[src/rtl/framebuffer_port_scheduler.sv]
// framebuffer_port_scheduler
//
// Purpose:
//   Shares the single read/write port of a double-buffered framebuffer RAM
//   between pixel scan-out reads and GPU draw writes. Scan-out always wins the
//   port and has a fixed return latency. GPU writes use a valid/ready handshake
//   and always land in the back buffer. A buffer-swap request is latched and
//   only applied at the next frame boundary. While a swap is pending, writes are
//   blocked so the completed back buffer cannot be disturbed before it is shown.
//
// Ports:
//   clk_i, reset_i        pixel clock, synchronous active-high reset
//   scan_valid_i/addr_i   one pixel read request per cycle from the video controller
//   scan_data_o/valid_o   returned pixel, MEM_LATENCY+2 cycles after the request
//   wr_valid_i/addr_i/
//   wr_data_i/ready_o     GPU write handshake (ready is combinational)
//   swap_req_i            pulse: back buffer complete, swap at the next frame end
//   frame_end_i           pulse at the last pixel of a frame
//   swap_pending_o        a swap is latched and waiting for frame_end_i
//   front_buf_o           index of the buffer currently being scanned
//   frame_count_o         number of applied swaps (wraps)
//   mem_en_o/we_o/addr_o/
//   wdata_o               registered RAM port; addr is {buffer bit, pixel address}
//   mem_rdata_i           RAM read data, valid MEM_LATENCY cycles after mem_en_o

module framebuffer_port_scheduler #(
  parameter int ADDR_W      = 19,
  parameter int DATA_W      = 8,
  parameter int MEM_LATENCY = 1,
  parameter int CNT_W       = 16
) (
  input  logic              clk_i,
  input  logic              reset_i,
  input  logic              scan_valid_i,
  input  logic [ADDR_W-1:0] scan_addr_i,
  output logic [DATA_W-1:0] scan_data_o,
  output logic              scan_data_valid_o,
  input  logic              wr_valid_i,
  input  logic [ADDR_W-1:0] wr_addr_i,
  input  logic [DATA_W-1:0] wr_data_i,
  output logic              wr_ready_o,
  input  logic              swap_req_i,
  input  logic              frame_end_i,
  output logic              swap_pending_o,
  output logic              front_buf_o,
  output logic [CNT_W-1:0]  frame_count_o,
  output logic              mem_en_o,
  output logic              mem_we_o,
  output logic [ADDR_W:0]   mem_addr_o,
  output logic [DATA_W-1:0] mem_wdata_o,
  input  logic [DATA_W-1:0] mem_rdata_i
);

  typedef enum logic {
    IDLE    = 1'b0,
    PENDING = 1'b1
  } swap_state_t;

  swap_state_t            state;
  logic                   front_buf;
  logic [CNT_W-1:0]       frame_count;
  logic [MEM_LATENCY-1:0] rd_tag;
  logic                   rd_issue;

  assign swap_pending_o = (state == PENDING);
  assign front_buf_o    = front_buf;
  assign frame_count_o  = frame_count;

  // A write can only take the port when no scan wants it this cycle and the
  // back buffer is not frozen waiting for a swap.
  assign wr_ready_o = !scan_valid_i && !swap_pending_o && !reset_i;

  // Swap FSM. In IDLE a frame_end_i is ignored even when it coincides with
  // swap_req_i, so the swap always waits for a full frame boundary after the
  // request has been latched.
  always_ff @(posedge clk_i) begin
    if (reset_i) begin
      state       <= IDLE;
      front_buf   <= 1'b0;
      frame_count <= '0;
    end else begin
      case (state)
        IDLE: begin
          if (swap_req_i) begin
            state <= PENDING;
          end
        end
        PENDING: begin
          if (frame_end_i) begin
            state       <= IDLE;
            front_buf   <= !front_buf;
            frame_count <= frame_count + CNT_W'(1);
          end
        end
        default: state <= IDLE;
      endcase
    end
  end

  // Port arbitration. The buffer bit is taken from front_buf as it stands in
  // the request cycle, so a scan coinciding with the swapping frame_end_i still
  // reads the old front buffer. Idle cycles keep addr/wdata stable.
  always_ff @(posedge clk_i) begin
    if (reset_i) begin
      mem_en_o    <= 1'b0;
      mem_we_o    <= 1'b0;
      mem_addr_o  <= '0;
      mem_wdata_o <= '0;
    end else if (scan_valid_i) begin
      mem_en_o   <= 1'b1;
      mem_we_o   <= 1'b0;
      mem_addr_o <= {front_buf, scan_addr_i};
    end else if (wr_valid_i && wr_ready_o) begin
      mem_en_o    <= 1'b1;
      mem_we_o    <= 1'b1;
      mem_addr_o  <= {!front_buf, wr_addr_i};
      mem_wdata_o <= wr_data_i;
    end else begin
      mem_en_o <= 1'b0;
      mem_we_o <= 1'b0;
    end
  end

  // A tag enters the pipeline in the cycle the read is on the RAM port and
  // reaches the last stage in the cycle the RAM presents the data.
  assign rd_issue = mem_en_o && !mem_we_o;

  always_ff @(posedge clk_i) begin
    if (reset_i) begin
      rd_tag <= '0;
    end else begin
      rd_tag <= (rd_tag << 1) | MEM_LATENCY'(rd_issue);
    end
  end

  // Capture the read data when its tag emerges; the data register holds its
  // last pixel otherwise.
  always_ff @(posedge clk_i) begin
    if (reset_i) begin
      scan_data_o       <= '0;
      scan_data_valid_o <= 1'b0;
    end else begin
      scan_data_valid_o <= rd_tag[MEM_LATENCY-1];
      if (rd_tag[MEM_LATENCY-1]) begin
        scan_data_o <= mem_rdata_i;
      end
    end
  end

endmodule

[config.mk]
export PLATFORM = sky130hd
export DESIGN_NAME = framebuffer_port_scheduler
export DESIGN_NICKNAME = d
export VERILOG_FILES = /design/src/rtl/framebuffer_port_scheduler.sv
export SDC_FILE = /design/constraint.sdc
export NUM_CORES = 1
export LEC_CHECK = 0
export BUFFER_PORTS_ARGS = -buffer_cell sky130_fd_sc_hd__buf_4
export CORE_MARGIN = 2
export CORE_UTILIZATION = 35
export CTS_CLUSTER_DIAMETER = 30
export DETAILED_ROUTE_END_ITERATION = 12
export SETUP_SLACK_MARGIN = 0.3
export SLEW_MARGIN = 20
export SYNTH_ARGS = -nofsm -noshare
export SYNTH_HDL_FRONTEND = slang
export SYNTH_SLANG_ARGS = --single-unit
[constraint.sdc]
create_clock -name clk_i -period 2.05 [get_ports clk_i]
set_input_delay 0.205 -clock clk_i [delete_from_list [all_inputs] [get_ports clk_i]]
set_output_delay 0.205 -clock clk_i [all_outputs]
set_load 0.005 [all_outputs]
## Word-level counts from Yosys, hierarchy flattened

Index checks and enable logic that the tools add are counted.

- Flip-flop bits (word level): 58
- Input port bits: 60
- Output and inout port bits: 58

- Add/subtract/negate cells: 1
- Multiplexer cells: 7
- Bitwise gates (word level): 2
- Reductions and logical operators: 13

Operators by type and width:

| kind | number |
|---|---|
| $mux 20 | 2 |
| $add 16x1->16 const B | 1 |
| $logic_not 1->1 | 5 |
| $logic_and 1x1->1 | 4 |
| $mux 1 | 4 |
| $reduce_and 2->1 | 2 |
| $not 1->1 | 2 |
| $pmux 1 s2 | 1 |
| $reduce_bool 2->1 | 1 |
| $reduce_or 2->1 | 1 |

## Depth between registers and ports, before layout

- Depth after elaboration: 6
- Gate-level depth with buffers: 7
- Gate-level depth less buffers: 5

## Worst setup path after synthesis

Ideal clock, no wire load.

- Path kind: register -> register
- Start point: register state (netlist: swap_pending_o)
- End point: register mem_addr_o[8]
- Library setup time: 0.088 ns
- Data arrival time: 1.539 ns
- Data required time: 1.962 ns
- Setup slack: 0.423 ns
- Cell stages (with the launch flop): 8
- Buffers on the path: 3
- Clock period less this slack: 1.627 ns
- Path through: dfxtp_1 -> buf_6 -> or4b_4 -> buf_6 -> clkinv_4 -> buf_6 -> nand2_2 -> a311oi_2

- Cells in the longest elaborated chain, start to end: 5

Ends and longest elaborated chain:

| what | line | RTL |
|---|---|---|
| from (decl) | 59 | `swap_state_t state;` |
| from (signal assigned) | 78 | `state <= IDLE;` |
| from (signal assigned) | 85 | `state <= PENDING;` |
| from (signal assigned) | 90 | `state <= IDLE;` |
| $logic_not 1->1 | 71 | `assign wr_ready_o = !scan_valid_i && !swap_pending_o && !reset_i;` |
| $logic_and 1x1->1 (2 in a row) | 71 |  |
| $logic_and 1x1->1 | 113 | `end else if (wr_valid_i && wr_ready_o) begin` |
| $reduce_bool 2->1 (no source line) | n/a |  |
| to (signal assigned) | 112 | `mem_addr_o <= {front_buf, scan_addr_i};` |
| to (signal assigned) | 116 | `mem_addr_o <= {!front_buf, wr_addr_i};` |
| to (decl) | 49 | `output logic [ADDR_W:0] mem_addr_o,` |

Every way passes these cells.
A chain may end at the register's enable or synchronous reset.

## Final worst setup path

- Start point: register state (netlist: swap_pending_o)
- End point: register mem_addr_o[14]

Same word-level chain as after synthesis.

==> results.cfg <==
[run_status]
status = completed

[routing]
ant_nets = 0
vias = 2256
wl_per_cell_um = 13.0
first_pass_iters = 4
drc = 0
drt_wl_total_um = 6070
drt-initial-drc-count = 55
via_per_inst = 4.83

[timing]
finalSetupTns_ns = 0
worst_pin_slew_ns = 0.606
min_period_ns = 1.65
slew_viol_final = 0
fin_skew_ns = 0.00601
slew_headroom_pct = 59.6
fin_crit_sh_pct = 80.5
setup_violations = 0
rsz0062_at_grt = no
hold_ws_ns = 0.111
hold_viol_final = 0
fmaxAchievable_ghz = 0.606

[finish]
final_area_mm2 = 0.00343
syn2layout_area_growth_pct = 46.9
final_util_pct = 53.7
final_cell_mix = buf_4, nand2_1, dfxtp_1
final_nets = 446
drive_above_1_share_pct = 36.2
antennaDiodeCount = 0
final_common_cell = buf_4

[clock_tree]
tritoncts = yes
cts_buffers = 9
cts_max_path_buffers = 2
htreeDepth = 3
numClockSinks = 58
clkLatencyLatePin_ns = 0.33
clkSlewWorstSetupHoldPaths_ns = 0.06
cts_setup_buffers = 0
cts_root_buffer = clkbuf_8

[critical_path]
worstPathMaxFanout = 28
required_ns = 2.29
reg2reg_slack_ns = 0.40
start_kind = flip-flop
critical_path_class = flip-flop to flip-flop
critPathCaptureType = flip-flop
worstRegToRegCells = 4
arrival_ns = 1.89

[floorplanning]
core_mm2 = 0.00639
die_h_um = 85.7
placementRows = 29
initial_core_util_pct = 36.5
die_w_um = 85.7
dieArea_mm2 = 0.00734
ios = 118

[power_and_ir_drop]
finalPower_mw = 2.45
powerDensity_mw_per_mm2 = 716
leakage_nw = 1.48
vdd_drop_max_uv = 317

[placed_design]
io_buffers = 117
hpwl_um = 4370
gp_congestion = 0.746
placed_area_mm2 = 0.00324

[run]
cap_violations = 0

[global_routing]
grt_max_degree = 59
grt_pass1_vias = 2110
grt_pass1_wl_um = 9630
groute.usage.overall_pct = 16.6
gr-total-overflow = 0
antenna_found_initial = 0

[min_path]
hp-class = input port to flip-flop
holdPathStages = 3

[logic_synthesis]
ys_warn_count = 0
syn_area_per_cell_um2 = 8.61
synth_cells = 271
ys_seq_area_share_pct = 49.8
ys_types = 32
syn_nets = 332
synth_seq_cells = 58
netlist_area_mm2 = 0.00233
[stage by stage]
| step | setup slack, ns | cells |
|---|---|---|
| 2_1_floorplan | 0.423 | 271 |
| 3_3_place_gp | 0.421 | 451 |
| 3_5_place_dp | 0.351 | 451 |
| 4_1_cts | 0.350 | 467 |
| 5_1_grt | 0.307 | 467 |
| 6_report | 0.399 | 467 |
[cells by family (layout without fill, tap and decap cells)]
| group | after synthesis | count (layout) | share of synthesized area, % |
|---|---|---|---|
| AO/OA/AOI/OAI | 41 | 41 | 12.5 |
| XOR/XNOR | 11 | 11 | 4.13 |
| adder cells (fa/ha/maj) | 1 | 1 | 0.536 |
| buffers and inverters | 21 | 140 | 5.09 |
| flip-flops | 58 | 58 | 49.8 |
| multiplexers | 9 | 9 | 3.86 |
| AND/OR/NAND/NOR | 130 | 130 | 24.1 |
[power by group]
part	leakage, nW	internal, mW	total, mW	switching (mW)
sequential	0.475	1.17	1.21	0.0333
combinational	0.912	0.170	0.287	0.116
clock	0.0965	0.535	0.959	0.424
[final cells by class]
cell class                      instances  area (µm²)
Sequential cell                        58        1160
Timing Repair Buffer                  121         908
Multi-Input combinational cell        192        1060
Inverter                                3        18.8
Fill cell                             621        2960
Clock buffer                           14         173
Tap cell                               77        96.3
Clock inverter                          2        10.0
[state kept, by name (all words and copies together), names as in the netlist]
signal / flops
mem_we_o: 1
scan_data_o: 8
mem_wdata_o: 8
mem_en_o: 1
frame_count_o: 16
scan_data_valid_o: 1
rd_tag: 1
front_buf_o: 1
swap_pending_o: 1
mem_addr_o: 20
[what timing repair did]
item / CTS / global route
hold buffers: 0 / 0
gates resized for setup: 0 / 2
setup endpoints to repair: 0 / 10
[path summary, 6_finish.rpt]
kind,to,startpoint
worst min-delay path,scan_data_o[2],mem_rdata_i[2]
worst min register to register,rd_tag,mem_we_o
worst max-delay path,mem_addr_o[14],swap_pending_o
worst max register to register,mem_addr_o[14],swap_pending_o
[synth_stat cells]
master | number | area share, %
o21ba_2 | 1 | 0.43
a311oi_1 | 18 | 6.8
xnor2_1 | 4 | 1.5
nor4_1 | 3 | 0.80
a21oi_1 | 15 | 3.2
o21ai_0 | 4 | 0.86
and4_1 | 2 | 0.75
nor3b_1 | 1 | 0.32
nand4_1 | 6 | 1.6
ha_1 | 1 | 0.54
nor2b_1 | 1 | 0.27
nand3_1 | 3 | 0.64
o31a_1 | 1 | 0.38
buf_2 | 1 | 0.21
nor3_1 | 3 | 0.64
or3_1 | 4 | 1.1
or4b_4 | 1 | 0.59
xor2_1 | 7 | 2.6
clkbuf_1 | 12 | 1.9
dfxtp_1 | 58 | 50
inv_1 | 2 | 0.32
a311oi_2 | 1 | 0.64
mux2i_1 | 9 | 3.9
buf_1 | 1 | 0.16
buf_8 | 1 | 0.64
clkinv_4 | 1 | 0.38
nand2_2 | 1 | 0.27
nor2_1 | 40 | 6.4
buf_6 | 3 | 1.4
nand2_1 | 63 | 10
and3_1 | 2 | 0.54
a31oi_1 | 1 | 0.27
[metal layers]
layer	GRT usage [%]	vias to the layer above	part of all wire (%)
li1	-	1158	-
met1	20.4	996	44
met2	24.9	92	44
met3	6.83	10	10
met4	8.80	0	2.0
met5	0	-	0
[critical path, stage by stage, from the launching register on]
cell and delay (ns):
dfxtp_1 0.39, or4b_4 0.63, inv_8 0.19, nand2_1 0.08, a311oi_1 0.27
Note: power is estimated with default switching activity, not from simulation.
